## config.mk

```make
export PLATFORM = sky130hd
export DESIGN_NAME = dmem_port
export DESIGN_NICKNAME = d
export VERILOG_FILES = /design/src/rtl/dmem_port.sv
export SDC_FILE = /design/constraint.sdc
export NUM_CORES = 1
export LEC_CHECK = 0
export CAP_MARGIN = 5
export CORE_MARGIN = 8
export CORE_UTILIZATION = 41
export DETAILED_ROUTE_END_ITERATION = 10
export PLACE_DENSITY = 0.83
export SYNTH_ARGS = -nofsm -noshare
export SYNTH_HDL_FRONTEND = slang
export SYNTH_SLANG_ARGS = --single-unit
```

## constraint.sdc

```tcl
create_clock -name clk -period 3.4 [get_ports clk]
set_input_delay 0.34 -clock clk [delete_from_list [all_inputs] [get_ports clk]]
set_output_delay 0.34 -clock clk [all_outputs]
set_load 0.02 [all_outputs]
```

## src/rtl/dmem_port.sv

```systemverilog
// dmem_port: MEM-stage data memory port.
// Turns a load/store held in the MEM stage into one word-aligned valid/ready
// bus transaction. It stalls the pipeline until the result exists, then keeps
// that result stable until the pipeline advances.
module dmem_port #(
    parameter int TIMEOUT_CYCLES = 255
) (
    input  logic        clk,
    input  logic        rst,
    input  logic        req_read,
    input  logic        req_write,
    input  logic [31:0] req_addr,
    input  logic [31:0] req_wdata,
    input  logic [2:0]  req_size,
    input  logic        pipe_enable,
    output logic        dmem_wait,
    output logic [31:0] load_data,
    output logic        access_fault,
    output logic        bus_error,
    output logic        bus_valid,
    input  logic        bus_ready,
    output logic        bus_we,
    output logic [31:0] bus_addr,
    output logic [31:0] bus_wdata,
    output logic [3:0]  bus_wstrb,
    input  logic        bus_rvalid,
    input  logic [31:0] bus_rdata
);

    typedef enum logic [1:0] {
        ST_IDLE  = 2'd0,
        ST_ISSUE = 2'd1,
        ST_RESP  = 2'd2,
        ST_HOLD  = 2'd3
    } state_t;

    // The counter only has to reach TIMEOUT_CYCLES-1.
    localparam int CW = (TIMEOUT_CYCLES < 2) ? 1 : $clog2(TIMEOUT_CYCLES);
    localparam bit TIMEOUT_EN = (TIMEOUT_CYCLES != 0);
    localparam logic [CW-1:0] CNT_LAST = TIMEOUT_EN ? CW'(TIMEOUT_CYCLES - 1) : {CW{1'b0}};
    localparam logic [CW-1:0] CNT_ONE  = CW'(1'b1);

    // Illegal funct3 codes, or a halfword/word that is not naturally aligned.
    function automatic logic size_fault(input logic [2:0] size, input logic [1:0] addr_lo);
        logic f;
        case (size)
            3'b000, 3'b100: f = 1'b0;
            3'b001, 3'b101: f = addr_lo[0];
            3'b010:         f = (addr_lo != 2'b00);
            default:        f = 1'b1;
        endcase
        return f;
    endfunction

    // Byte strobes for a store of the given size at the given lane.
    function automatic logic [3:0] lane_strb(input logic [2:0] size, input logic [1:0] addr_lo);
        logic [3:0] s;
        case (size[1:0])
            2'b00:   s = 4'b0001 << addr_lo;
            2'b01:   s = 4'b0011 << addr_lo;
            2'b10:   s = 4'b1111;
            default: s = 4'b0000;
        endcase
        return s;
    endfunction

    // Store data replicated across every lane it could land in.
    function automatic logic [31:0] lane_wdata(input logic [2:0] size, input logic [31:0] wdata);
        logic [31:0] d;
        case (size[1:0])
            2'b00:   d = {4{wdata[7:0]}};
            2'b01:   d = {2{wdata[15:0]}};
            2'b10:   d = wdata;
            default: d = 32'h0000_0000;
        endcase
        return d;
    endfunction

    // Pick the addressed byte/halfword out of the bus word and extend it.
    function automatic logic [31:0] load_extend(input logic [31:0] rdata,
                                                input logic [1:0]  addr_lo,
                                                input logic [2:0]  size);
        logic [31:0] sh;
        logic [31:0] r;
        sh = rdata >> {addr_lo, 3'b000};
        case (size)
            3'b000:  r = {{24{sh[7]}}, sh[7:0]};
            3'b001:  r = {{16{sh[15]}}, sh[15:0]};
            3'b010:  r = rdata;
            3'b100:  r = {24'h00_0000, sh[7:0]};
            3'b101:  r = {16'h0000, sh[15:0]};
            default: r = 32'h0000_0000;
        endcase
        return r;
    endfunction

    state_t        state_r;
    logic [31:0]   addr_r;
    logic [1:0]    addr_lo_r;
    logic [31:0]   wdata_r;
    logic [3:0]    strb_r;
    logic          we_r;
    logic [2:0]    size_r;
    logic [CW-1:0] cnt_r;
    logic [31:0]   load_data_r;
    logic          bus_error_r;

    logic          req_active_s;
    logic          fault_s;
    logic          dmem_wait_s;
    logic          access_fault_s;

    assign req_active_s = req_read | req_write;
    assign fault_s      = size_fault(req_size, req_addr[1:0]);

    // Stall request and fault flag; both drop immediately while reset is held.
    always_comb begin
        dmem_wait_s    = 1'b0;
        access_fault_s = 1'b0;
        if (rst) begin
            dmem_wait_s    = 1'b0;
            access_fault_s = 1'b0;
        end else begin
            case (state_r)
                ST_IDLE: begin
                    if (req_active_s) begin
                        dmem_wait_s    = ~fault_s;
                        access_fault_s = fault_s;
                    end else begin
                        dmem_wait_s    = 1'b0;
                        access_fault_s = 1'b0;
                    end
                end
                ST_ISSUE: dmem_wait_s = 1'b1;
                ST_RESP:  dmem_wait_s = 1'b1;
                ST_HOLD:  dmem_wait_s = 1'b0;
                default:  dmem_wait_s = 1'b0;
            endcase
        end
    end

    // Transaction FSM: capture request, drive the bus, collect and hold the result.
    always_ff @(posedge clk or posedge rst) begin
        if (rst) begin
            state_r     <= ST_IDLE;
            addr_r      <= 32'h0000_0000;
            addr_lo_r   <= 2'b00;
            wdata_r     <= 32'h0000_0000;
            strb_r      <= 4'b0000;
            we_r        <= 1'b0;
            size_r      <= 3'b000;
            cnt_r       <= {CW{1'b0}};
            load_data_r <= 32'h0000_0000;
            bus_error_r <= 1'b0;
        end else begin
            case (state_r)
                ST_IDLE: begin
                    if (req_active_s && !fault_s) begin
                        addr_r      <= {req_addr[31:2], 2'b00};
                        addr_lo_r   <= req_addr[1:0];
                        size_r      <= req_size;
                        we_r        <= req_write;
                        wdata_r     <= req_write ? lane_wdata(req_size, req_wdata) : 32'h0000_0000;
                        strb_r      <= req_write ? lane_strb(req_size, req_addr[1:0]) : 4'b0000;
                        cnt_r       <= {CW{1'b0}};
                        load_data_r <= 32'h0000_0000;
                        bus_error_r <= 1'b0;
                        state_r     <= ST_ISSUE;
                    end
                end
                ST_ISSUE: begin
                    if (bus_ready) begin
                        if (we_r) begin
                            state_r <= ST_HOLD;
                        end else if (bus_rvalid) begin
                            load_data_r <= load_extend(bus_rdata, addr_lo_r, size_r);
                            state_r     <= ST_HOLD;
                        end else begin
                            state_r <= ST_RESP;
                        end
                    end
                end
                ST_RESP: begin
                    cnt_r <= cnt_r + CNT_ONE;
                    if (bus_rvalid) begin
                        load_data_r <= load_extend(bus_rdata, addr_lo_r, size_r);
                        state_r     <= ST_HOLD;
                    end else if (TIMEOUT_EN && (cnt_r == CNT_LAST)) begin
                        load_data_r <= 32'h0000_0000;
                        bus_error_r <= 1'b1;
                        state_r     <= ST_HOLD;
                    end
                end
                ST_HOLD: begin
                    // Result stays put until the pipeline consumes it; no re-issue here.
                    if (pipe_enable) begin
                        load_data_r <= 32'h0000_0000;
                        bus_error_r <= 1'b0;
                        state_r     <= ST_IDLE;
                    end
                end
                default: begin
                    state_r <= ST_IDLE;
                end
            endcase
        end
    end

    // State is asynchronously reset, so bus_valid falls as soon as rst rises.
    assign bus_valid    = (state_r == ST_ISSUE);
    assign bus_we       = we_r;
    assign bus_addr     = addr_r;
    assign bus_wdata    = wdata_r;
    assign bus_wstrb    = strb_r;
    assign load_data    = load_data_r;
    assign bus_error    = bus_error_r;
    assign dmem_wait    = dmem_wait_s;
    assign access_fault = access_fault_s;

endmodule

```

Yosys cells after proc, flatten, opt, wreduce, memory -nomap -nowiden
Cells that the tools add are included.
{"block": "word_totals", "ramBits": 0, "out_inout_bits": 105, "elab_cells": 90, "memories": 0, "rom_bits": 0, "latchBits": 0, "register_bits": 115, "in_bits": 106}
{"block": "classes", "n_mux": 35, "n_eq_ne": 22, "div": 0, "shift": 3, "n_addsub": 1, "bitwise_logic": 2, "n_reduce_logical": 17, "magnitude_cmp": 0, "multipliers": 0}
{"operator": "32-bit two-way mux", "count": 8}
{"operator": "32-bit one-hot mux with 5 select lines", "count": 1}
{"operator": "32-bit one-hot mux with 4 select lines", "count": 1}
{"operator": "32-bit one-hot mux with 3 select lines", "count": 1}
{"operator": "32-bit by 5-bit >> shifter with 16-bit output", "count": 1}
{"operator": "8-bit one-hot mux with 2 select lines", "count": 1}
{"operator": "3-bit equality test (second input constant)", "count": 4}
{"operator": "4-bit one-hot mux with 3 select lines", "count": 1}
{"operator": "1-bit two-way mux", "count": 11}
{"operator": "2-bit two-way mux", "count": 5}
{"operator": "2-bit != test (second input constant)", "count": 5}
{"operator": "1-bit one-hot mux with 3 select lines", "count": 3}
{"operator": "8-bit by 1-bit adder with 8-bit output (second input constant)", "count": 1}
{"operator": "8-bit equality test (second input constant)", "count": 1}
{"operator": "8-bit two-way mux", "count": 1}
{"operator": "2-bit one-hot mux with 4 select lines", "count": 1}
{"operator": "2-bit equality test (second input constant)", "count": 3}
{"operator": "3-bit by 1-bit equality test with 1-bit output (second input constant)", "count": 2}
{"operator": "3-bit by 2-bit equality test with 1-bit output (second input constant)", "count": 2}
{"operator": "3-bit logical NOT", "count": 2}
{"operator": "6-bit AND reduction", "count": 1}
{"operator": "2-bit OR reduction", "count": 3}
{"operator": "5-bit AND reduction", "count": 1}
{"operator": "2-bit by 1-bit equality test with 1-bit output (second input constant)", "count": 2}
{"operator": "14 further kinds", "count": 18}

Logic depth before layout (Yosys ltp)
{"block": "depth", "depth_word": 7, "depth_mapped": 9}

Least setup slack after synthesis
No wires, ideal clock.
{"block": "synth_path", "kind": "register to output", "start": "register state_r[0]", "end": "output dmem_wait", "arrival_time_ns": 1.838, "path_stages_with_launch": 9, "slack_ns": 1.222, "path_buffers": 3, "cell_sequence": "dfrtp_1 -> inv_1 -> ha_1 -> o21ai_0 -> o21bai_1 -> buf_2 -> buf_2 -> buf_2 -> a21oi_1"}
{"block": "synth_via", "elab_chain_cells": 4, "elab_cells_between_ends": 7}
{"item": "start, declared", "line_no": "97", "text": "state_t state_r;"}
{"item": "start signal, assigned", "line_no": "145", "text": "state_r <= ST_IDLE;"}
{"item": "start signal, assigned", "line_no": "168", "text": "state_r <= ST_ISSUE;"}
{"item": "start signal, assigned", "line_no": "174", "text": "state_r <= ST_HOLD;"}
{"item": "2-bit by 1-bit equality test with 1-bit output / 2-bit equality test (equally long branches)", "line_no": "124", "text": "case (state_r)"}
{"item": "2-bit OR reduction (no line)"}
{"item": "1-bit one-hot mux with 3 select lines *", "line_no": "124"}
{"item": "1-bit two-way mux *", "line_no": "120", "text": "if (rst) begin"}
{"item": "end, declared", "line_no": "16", "text": "output logic dmem_wait,"}
Every way passes the cells marked *; elsewhere a longest branch is shown, timed or not.

Final worst setup path
Ends and elaborated chain as after synthesis.

==> metrics <==
Via-to-Cell Ratio=5.45; global-route usage over all layers=between 10% and 20%; R2R Path Start=state_r[0]; cts bufs inserted=17; GR Util met1=around 23%; number of max-cap violations=0; setup TNS=0 ns; cell count after synthesis=~570; num rows=43; crit path launch type=flip-flop; Final Power=about 8.3 mW; Max Root-Sink Buffers=2; placed cell area=0.00801 sq mm; gr busiest metal=met2; Core Footprint=0.0138 sq mm; full die area=between 0.015 and 0.02 sq mm; synth warn=0; Switch Pwr=3.22 mW; outcome=complete, no violations; Clk pwr share=22.8%; largest net degree at the start of global routing=101; post-DP HPWL=roughly 13 mm; vias in the first global route=5450; final-report max-slew violation count=0; met3 usage=under 10%; crit share post-route=around 81%; Worst Setup End Kind=output pin; Seq pwr share=29.4%; diode count=0; Max-slew headroom=49.6%; hold_sp=bus_wstrb[3]; CTS Root Cell=clkbuf_16; GRT met2 Usage=31.3%; CTS clk-pin slew, worst paths=0.05 ns; CTS tree=built; Syn Area/Cell=just over 10 sq um; switch share=approximately 39%; Final Wtd Congestion=0.882; initial antenna violation count=0; WS Path Type=flip-flop to output pin; Worst EP arrival=~2.4 ns; Post-synth top flop=dfrtp_1; share of cells above drive strength 1=12.5%; leakage=3.86 nW; die height=135 um; Yosys reg bits=115; final hold violations=0; Max stage delay on crit path=0.65 ns; CP startpoint=state_r[0]; critical path fanouts, max=5; cell area power density=963 mW/mm^2; slowest CP cell=clkdlybuf4s50_1; PostCTS Resize Cnt=0; mapped cell area=0.00580 sq mm; Worst Tran Pin Value=approximately 0.76 ns; I/O pin cnt=211; wire length per cell=18.9 um; worst slack at placement=approximately 0.53 ns; HP Class=flip-flop to flip-flop; Initial DRC Count=about 270; grt ovf=0; final setup fails=0; ANT nets after route=0; Post-synth EDFFs=0; Synth-to-Final Area Change=49.2%; RSZ-0062 raised after global routing=false; drt drc=0; Initial Utilization=41.9%; Yosys cell types=52; nets@finish=878; WP data required=3.06 ns; # hold bufs at CTS=0; clock skew=0.00707 ns; Chip Width=135 um; final instance area=0.00865 sq mm; fmax=approximately 360 MHz; final worst slack=0.634 ns; Skew-Pair Late Insertion Delay=0.41 ns; first-pass GRT wire length=around 28 mm; Buffers on Ports=about 210; post-synthesis sequential area ratio=49.7%; cells along the critical path=inv_1 > ha_1 > o21ai_0 > o21bai_4 > a21oi_1 > clkdlybuf4s50_1; Pint=between 5 and 6 mW; ys async rst share=100%; combinational share of power=a little under half; DR pass1 iterations=5; vias=5225; total wire length=18.1 mm; maximum vdd ir drop=roughly 0.00066 V; Post-CTS Setup Inserts=0; H-Tree Level Count=4; clk sink count=115; crit path time final=2.77 ns
Yosys cell counts, types with 2 or more instances:
cell type	number	share of area, %
dfrtp_1	115	50
nand2_1	74	4.8
o21ai_0	47	4.1
mux2_2	45	8.7
nor2_1	40	2.6
a22o_1	32	4.8
a21oi_1	29	2.5
a21o_1	26	3.4
clkbuf_1	23	1.5
buf_2	18	1.6
inv_1	15	0.97
mux2i_1	11	1.9
nand2b_1	11	1.2
o31ai_1	11	1.4
a22oi_1	8	1.0
ha_1	7	1.5
a221oi_1	6	0.91
nor2b_1	6	0.65
a211oi_1	3	0.39
nand4_1	3	0.32
nor3_1	3	0.26
o21a_1	3	0.39
and2_1	2	0.22
buf_4	2	0.26
nand3_1	2	0.17
nand3b_1	2	0.26
or2_2	2	0.22
xnor2_1	2	0.30
final cells by class:
class | count | area [sq um]
tap | 180 | 225
inverter | 15 | 58.8
clock inverter | 15 | 206
timing repair buffer | 218 | 2180
clock buffer | 17 | 425
multi-input combinational | 398 | 2670
fill | 1099 | 5180
sequential | 115 | 2880
metrics by stage:
step	utilization, %	hold slack, ns	instances
after CTS	62.5	0.471	958
after global placement	58.0	0.458	926
after global routing	62.5	0.503	958
after detailed placement	58.0	0.459	926
final	62.5	0.468	958
after floorplan	-	0.473	573
worst max-delay path, delay by kind of cell, from the launching register on:
family / cells / cell delay [ns]
AO/OA/AOI/OAI: 3 / 0.56
buffers and inverters: 2 / 0.78
adder cells (fa/ha/maj): 1 / 0.26
flip-flops: 1 / 0.42
path summary, 6_finish.rpt:
path                                 end  slack, ns  depth (start not counted)
max                            dmem_wait       0.63                          6
min                         bus_wstrb[3]       0.47                          2
max reg2reg                load_data[10]       0.72                          8
min reg2reg                 bus_wstrb[3]       0.47                          2
max in group asynchronous   bus_addr[30]       2.11                          3
min in group asynchronous         bus_we       0.48                          2
metal layers:
layer,wire [um],share of wire [%]
met1,7270,40
met2,8620,48
met4,271,1.5
met3,1930,11
met5,0,0
layout by cell type, fill, tap and decap left out, types with 8 or more instances in the layout:
master / netlist / layout
a21o_1: 26 / 26
a21oi_1: 29 / 29
a22o_1: 32 / 32
a22oi_1: 8 / 8
buf_4: 2 / 8
clkbuf_16: 0 / 17
clkdlybuf4s50_1: 0 / 208
dfrtp_1: 115 / 115
inv_1: 15 / 14
mux2_2: 45 / 45
mux2i_1: 11 / 11
nand2_1: 74 / 74
nand2b_1: 11 / 11
nor2_1: 40 / 40
o21ai_0: 47 / 47
o31ai_1: 11 / 11
power by group through the flow:
stage          clock, mW  sequential [mW]  combinational [mW]
6_report            1.90             2.45                3.98
5_1_grt             1.99             2.54                4.26
4_1_cts             1.93             2.45                4.02
3_5_place_dp           0             2.46                4.00
3_3_place_gp           0             2.42                3.90
2_1_floorplan          0             2.98                1.72
cells by family after synthesis:
| group | Yosys count | share of synthesized area (%) |
|---|---|---|
| flip-flops | 115 | 49.7 |
| AO/OA/AOI/OAI | 176 | 20.7 |
| XOR/XNOR | 2 | 0.302 |
| buffers and inverters | 60 | 4.53 |
| multiplexers | 56 | 10.6 |
| other | 1 | 0.0647 |
| adder cells (fa/ha/maj) | 7 | 1.51 |
| AND/OR/NAND/NOR | 155 | 12.6 |
sequential cells by signal, indices dropped and copies added (netlist names):
register   cells
bus_addr      30
bus_error      1
addr_lo_r      2
size_r         3
bus_we         1
state_r        2
load_data     32
cnt_r          8
bus_wstrb      4
bus_wdata     32
No activity file was read; power rests on OpenSTA's default activity.
